==> src/rtl/rapid_pkg.sv <==
// Shared types and constants for the rapid core front end.
// Used by fetch_unit and fetch_fifo.
package rapid_pkg;

    localparam int unsigned XLEN        = 32;
    localparam int unsigned INSTR_BYTES = 4;

    localparam logic [XLEN-1:0] RESET_PC = 32'h0000_0000;

    typedef struct packed {
        logic [31:0]     instr;
        logic [XLEN-1:0] pc;
    } fetch_entry_t;

endpackage

==> src/rtl/fetch_fifo.sv <==
// Small circular FIFO holding fetched {instr, pc} entries.
// Head entry reads as zero while the FIFO is empty.
module fetch_fifo
    import rapid_pkg::*;
#(
    parameter int unsigned DEPTH = 4,
    parameter type         T     = fetch_entry_t,
    localparam int unsigned AW   = $clog2(DEPTH),
    localparam int unsigned CW   = $clog2(DEPTH + 1)
) (
    input  logic          clk,
    input  logic          reset_n,
    input  logic          i_push,
    input  T              i_data,
    input  logic          i_pop,
    input  logic          i_flush,
    output T              o_head,
    output logic [CW-1:0] o_count,
    output logic          o_full
);

    T              r_mem [DEPTH];
    logic [AW-1:0] r_rd;
    logic [AW-1:0] r_wr;
    logic [CW-1:0] r_count;
    logic          w_push;
    logic          w_pop;

    assign o_full  = (r_count == CW'(DEPTH));
    assign o_count = r_count;
    assign w_push  = i_push && !o_full;
    assign w_pop   = i_pop && (r_count != '0);
    assign o_head  = (r_count != '0) ? r_mem[r_rd] : T'('0);

    // Storage needs no reset: entries are only visible when counted.
    always_ff @(posedge clk) begin
        if (w_push && !i_flush) begin
            r_mem[r_wr] <= i_data;
        end
    end

    // Pointers and occupancy; flush empties in one cycle.
    always_ff @(posedge clk or negedge reset_n) begin
        if (!reset_n) begin
            r_rd    <= '0;
            r_wr    <= '0;
            r_count <= '0;
        end else if (i_flush) begin
            r_rd    <= '0;
            r_wr    <= '0;
            r_count <= '0;
        end else begin
            if (w_push) begin
                r_wr <= r_wr + AW'(1);
            end
            if (w_pop) begin
                r_rd <= r_rd + AW'(1);
            end
            r_count <= r_count + CW'(w_push) - CW'(w_pop);
        end
    end

endmodule

==> src/rtl/fetch_unit.sv <==
// Instruction fetch stage: PC, credit-limited imem requests, redirect flush.
// Optional misaligned-redirect trap: define FETCH_MISALIGN_TRAP_EN.
module fetch_unit #(
    parameter int unsigned     XLEN     = rapid_pkg::XLEN,
    parameter logic [XLEN-1:0] RESET_PC = rapid_pkg::RESET_PC,
    parameter int unsigned     DEPTH    = 4
) (
    input  logic            clk,
    input  logic            reset_n,
    output logic            imem_req_valid,
    input  logic            imem_req_ready,
    output logic [XLEN-1:0] imem_req_addr,
    input  logic            imem_rsp_valid,
    input  logic [31:0]     imem_rsp_data,
    input  logic            pc_load,
    input  logic [XLEN-1:0] pc_out,
    output logic            dec_valid,
    input  logic            dec_ready,
    output logic [31:0]     instruction,
    output logic [XLEN-1:0] program_counter_o,
    output logic            fetch_misaligned
);

    import rapid_pkg::*;

    localparam int unsigned     CW   = $clog2(DEPTH + 1);
    localparam logic [XLEN-1:0] STEP = XLEN'(INSTR_BYTES);

    typedef struct packed {
        logic [31:0]     instr;
        logic [XLEN-1:0] pc;
    } entry_t;

    logic [XLEN-1:0] r_fetch_pc;
    logic [XLEN-1:0] r_rsp_pc;
    logic [CW-1:0]   r_inflight;
    logic [CW-1:0]   r_drop;

    logic [XLEN-1:0] w_target;
    logic            w_halted;
    logic            w_req_fire;
    logic            w_rsp_drop;
    logic            w_keep;
    logic            w_pop;
    logic [CW:0]     w_credit;
    logic [CW-1:0]   w_count;
    logic            w_full;
    entry_t          w_wdata;
    entry_t          w_head;

    assign w_target = {pc_out[XLEN-1:2], 2'b00};

    // Outstanding requests plus buffered words never exceed DEPTH,
    // so every response always has a FIFO slot.
    assign w_credit = {1'b0, r_inflight} + {1'b0, w_count};

    assign imem_req_valid = reset_n && !pc_load && !w_halted
                          && (w_credit < (CW+1)'(DEPTH));
    assign imem_req_addr  = r_fetch_pc;
    assign w_req_fire     = imem_req_valid && imem_req_ready;

    assign w_rsp_drop = (r_drop != '0);
    assign w_keep     = imem_rsp_valid && !w_rsp_drop && !pc_load;

    assign dec_valid         = (w_count != '0);
    assign w_pop             = dec_valid && dec_ready && !pc_load;
    assign instruction       = w_head.instr;
    assign program_counter_o = w_head.pc;

    assign w_wdata.instr = imem_rsp_data;
    assign w_wdata.pc    = r_rsp_pc;

    fetch_fifo #(
        .DEPTH (DEPTH),
        .T     (entry_t)
    ) u_fifo (
        .clk     (clk),
        .reset_n (reset_n),
        .i_push  (w_keep),
        .i_data  (w_wdata),
        .i_pop   (w_pop),
        .i_flush (pc_load),
        .o_head  (w_head),
        .o_count (w_count),
        .o_full  (w_full)
    );

    // Request and response program counters; a redirect retargets both.
    always_ff @(posedge clk or negedge reset_n) begin
        if (!reset_n) begin
            r_fetch_pc <= RESET_PC;
            r_rsp_pc   <= RESET_PC;
        end else if (pc_load) begin
            r_fetch_pc <= w_target;
            r_rsp_pc   <= w_target;
        end else begin
            if (w_req_fire) begin
                r_fetch_pc <= r_fetch_pc + STEP;
            end
            if (w_keep) begin
                r_rsp_pc <= r_rsp_pc + STEP;
            end
        end
    end

    // In-flight tracking; on redirect everything still outstanding
    // becomes a drop, and the response landing now is discarded too.
    always_ff @(posedge clk or negedge reset_n) begin
        if (!reset_n) begin
            r_inflight <= '0;
            r_drop     <= '0;
        end else if (pc_load) begin
            r_inflight <= r_inflight - CW'(imem_rsp_valid);
            r_drop     <= r_inflight - CW'(imem_rsp_valid);
        end else begin
            r_inflight <= r_inflight + CW'(w_req_fire)
                        - CW'(imem_rsp_valid);
            if (imem_rsp_valid && w_rsp_drop) begin
                r_drop <= r_drop - CW'(1);
            end
        end
    end

`ifdef FETCH_MISALIGN_TRAP_EN
    logic r_halted;

    // Misaligned redirect target halts fetch until an aligned one.
    always_ff @(posedge clk or negedge reset_n) begin
        if (!reset_n) begin
            r_halted <= 1'b0;
        end else if (pc_load) begin
            r_halted <= (pc_out[1:0] != 2'b00);
        end
    end

    assign w_halted         = r_halted;
    assign fetch_misaligned = r_halted;
`else
    logic w_unused_lo;

    assign w_unused_lo      = ^pc_out[1:0];
    assign w_halted         = 1'b0;
    assign fetch_misaligned = 1'b0;
`endif

    a_no_overflow: assert property (
        @(posedge clk) disable iff (!reset_n) !(w_keep && w_full));

    a_no_orphan_rsp: assert property (
        @(posedge clk) disable iff (!reset_n)
        !(imem_rsp_valid && (r_inflight == '0)));

endmodule

==> config.mk <==
export PLATFORM = sky130hd
export DESIGN_NAME = fetch_unit
export DESIGN_NICKNAME = d
export VERILOG_FILES = /design/src/rtl/rapid_pkg.sv /design/src/rtl/fetch_fifo.sv /design/src/rtl/fetch_unit.sv
export SDC_FILE = /design/constraint.sdc
export NUM_CORES = 1
export LEC_CHECK = 0
export CORE_ASPECT_RATIO = 2
export CORE_MARGIN = 3
export CORE_UTILIZATION = 40
export DETAILED_ROUTE_END_ITERATION = 12
export PLACE_DENSITY = 0.59
export SYNTH_ARGS = -nofsm -noshare
export SYNTH_HDL_FRONTEND = slang
export SYNTH_HIERARCHICAL = 1
export SYNTH_SLANG_ARGS = --single-unit
==> constraint.sdc <==
create_clock -name clk -period 3.3 [get_ports clk]
set_input_delay 0.33 -clock clk [delete_from_list [all_inputs] [get_ports clk]]
set_output_delay 0.33 -clock clk [all_outputs]
set_load 0.01 [all_outputs]
==> results of run 1 <==
critical path: stages, from the launching register on:
cell and delay [ps]:
dfrtp_2 760, buf_4 340, mux4_2 200, nor2b_1 230
clkdlybuf4s50_1 580
stage by stage:
stage	setup WS, ps	util (%)	hold slack, ps	power [mW]
floorplan	138.3	-	34.41	5.357
global placement	493.0	47.41	192.9	5.847
detailed placement	460.8	47.41	195.0	5.867
CTS	58.51	50.21	143.2	9.266
global route	156.3	50.29	150.2	9.545
finish	297.8	50.29	161.7	9.123
cells in the final DEF (no fill, tap or decap), types with 21 or more instances in the layout:
| cell type | n |
|---|---|
| buf_4 | 21 |
| clkbuf_16 | 29 |
| nor2_1 | 31 |
| inv_1 | 26 |
| nor2b_1 | 65 |
| o21ai_0 | 44 |
| mux4_2 | 64 |
| clkdlybuf4s50_1 | 161 |
| nand2_1 | 57 |
| dfrtp_1 | 71 |
| xnor2_1 | 25 |
| edfxtp_1 | 256 |
| nand3_1 | 26 |
cells by family (layout without fill, tap and decap cells):
group	count (synthesis)	count (layout)
AOI/OAI and AO/OA	96	96
and+or+nand+nor	257	257
adders and majority gates	18	18
muxes	75	75
xor gates and xnor gates	39	39
DFF	329	329
other	1	11
buffers and inverters	72	277
cells in the mapped netlist, types with 7 or more instances:
cell type / n
edfxtp_1: 256
dfrtp_1: 73
nor2b_1: 65
mux4_2: 64
nand2_1: 57
o21ai_0: 44
nor2_1: 31
inv_1: 26
nand3_1: 26
xnor2_1: 25
clkbuf_1: 24
nand4_1: 18
ha_1: 16
nor3_1: 14
xor2_1: 14
o211ai_1: 11
o311ai_0: 11
a21oi_1: 10
a31oi_1: 9
buf_2: 9
nor4_1: 9
mux2_2: 7
layout make-up:
| class | instances | area [um^2] |
|---|---|---|
| Inverter | 27 | 101.3 |
| Timing Repair Buffer | 197 | 2027 |
| Clock buffer | 31 | 733.2 |
| Sequential cell | 329 | 9519 |
| Tap cell | 441 | 551.8 |
| Clock inverter | 22 | 212.7 |
| Fill cell | 2932 | 17140 |
| Multi-Input combinational cell | 496 | 4193 |
routing by layer:
layer | track usage (%) | vias up | wire length (um)
met3 | 1.769 | 41 | 1044
met1 | 18.40 | 4141 | 11320
met5 | 0 | - | 0
li1 | - | 3763 | -
met2 | 31.42 | 184 | 17270
met4 | 5.258 | 0 | 722
flip-flops by register name, indices dropped and copies added (netlist names):
signal          cells
u_fifo/r_mem      256
u_fifo/r_wr         2
r_inflight          3
r_drop              3
r_rsp_pc           30
u_fifo/r_rd         2
imem_req_addr      30
u_fifo/o_count      3
path summary, 6_finish.rpt:
path | startpoint | end | slack [ps] | depth (start not counted)
setup / recovery | u_fifo/r_rd[1] | instruction[25] | 300 | 4
hold / removal | reset_n | r_inflight[2] | 160 | 2
setup reg to reg | u_fifo/o_count[2] | r_inflight[2] | 490 | 11
hold reg to reg | r_inflight[2] | r_inflight[2] | 520 | 1
max in group asynchronous | reset_n | r_rsp_pc[20] | 1970 | 3
min in group clk | pc_out[27] | r_rsp_pc[27] | 370 | 3
report_power, final:
part           total (mW)  internal, mW  switching [mW]  leakage, nW
registers            4.84          4.64           0.196         3.20
clock network        3.36          1.92            1.44        0.457
logic               0.927         0.475           0.452         2.14
total                9.12          7.04            2.09         5.79
repair_timing:
action                                 4_1_cts  5_1_grt
hold buffers                                 2        0
endpoints found under the hold margin        8        0
buffers inserted                             0        1
setup endpoints to repair                    0        4
==> flow_metrics.env, run 1 <==
export IMPL_avgSynthCellArea_um2=15.78
export IMPL_skew_ps=12.68
export IMPL_diodes=0
export IMPL_antenna_left=0
export IMPL_drt_first_pass_iters=5
export IMPL_drv_cap=0
export IMPL_status="finished, final reports clean"
export IMPL_synth_top_family_by_area="multiplexers"
export IMPL_power_leakage_nw=5.794
export IMPL_max_slew_margin_pct=39.87
export IMPL_synthesis_area_um2=14000
export IMPL_synth_compound_area_share_pct=4.227
export IMPL_drc=0
export IMPL_routed_wirelength_um=30360
export IMPL_dieArea_um2=37420
export IMPL_fp_dieW_um=138.3
export IMPL_synth_mux_area_share_pct=11.18
export IMPL_drtIter0Drc=435
export IMPL_grt_overflow=0
export IMPL_grt_max_degree=73
export IMPL_hp_class="input pin to asynchronous set/reset pin"
export IMPL_cp_required_ps=2970
export IMPL_cts_buffer_depth=3
export IMPL_vias=8129
export IMPL_syn2layout_area_growth_pct=23.85
export IMPL_path_class="flop to primary output"
export IMPL_fin_cells=1543
export IMPL_cts_max_level=1
export IMPL_setup_viol=0
export IMPL_ys_seq_area_share_pct=67.96
export IMPL_start_util_pct=40.61
export IMPL_place_congestion=0.8418
export IMPL_tightest_slew_ps=901.9
export IMPL_grt_pass1_vias=8632
export IMPL_cts_buffers=29
export IMPL_clock_root_buffer="clkbuf_16"
export IMPL_clkTransAtPathRegs_ps=70
export IMPL_synth_top_area_cell="edfxtp_1"
export IMPL_dp_cells=1487
export IMPL_finalSetupTns_ps=0
export IMPL_via_per_inst=5.268
export IMPL_netlist_area_leader_share_pct=54.91
export IMPL_hold_viol_final=0
export IMPL_synth_cell_types=54
export IMPL_finalCritPeriodShare_pct=90.98
export IMPL_synth_fa_ha_area_share_pct=1.716
export IMPL_slew_violations=0
export IMPL_p_per_area_nw_per_um2=526.2
export IMPL_core_area_um2=34470
export IMPL_fmax_ghz=0.3331
export IMPL_synth_edff_count=256
export IMPL_synth_area_leaders="edfxtp_1, dfrtp_1, mux4_2"
export IMPL_ys_flop_type="edfxtp_1"
export IMPL_row_count=96
export IMPL_placed_cell_area_um2=16340
export IMPL_die_height_um=270.6
export IMPL_dp_hpwl_um=20710
export IMPL_stdcell_area_um2=17340
export IMPL_grt_usage_pct=16.23
export IMPL_synth_cells=887
export IMPL_crit_path_start_kind="flop"
export IMPL_fin_nets=1168
export IMPL_cts_tree="built"
export IMPL_endpoint_kind="primary output"
export IMPL_ys_warn_count=6
export IMPL_grt_pass1_wl_um=48130
export IMPL_ios=169
export IMPL_arrival_ps=2670
export IMPL_rsz0062_at_grt="false"
export IMPL_wl_per_cell_um=19.68
export IMPL_cts_resized=0
export IMPL_clk_latency_ps=540
export IMPL_ys_seq_elements=329
export IMPL_final_layout_size_suffix_gt1_share_pct=14.97
export IMPL_portBuffers=163
export IMPL_critPathMaxFanout=24
export IMPL_synth_xor_area_share_pct=2.440
export IMPL_fin_crit_ps=3002
export IMPL_synth_simple_gate_area_share_pct=9.983
export IMPL_ir_drop_uv=344.0
export IMPL_antenna_found_initial=0
export IMPL_cts_sinks=329
export IMPL_ys_async_sr_fraction_pct=22.19
Note: power is estimated with default switching activity, not from simulation.
==> inputs of run 2 (changes only) <==
Settings changed: ABC_CLOCK_PERIOD_IN_PS set to 3300.
==> results of run 2 <==
Same layout as run 1: the final DEF is identical, and so are final timing and power.
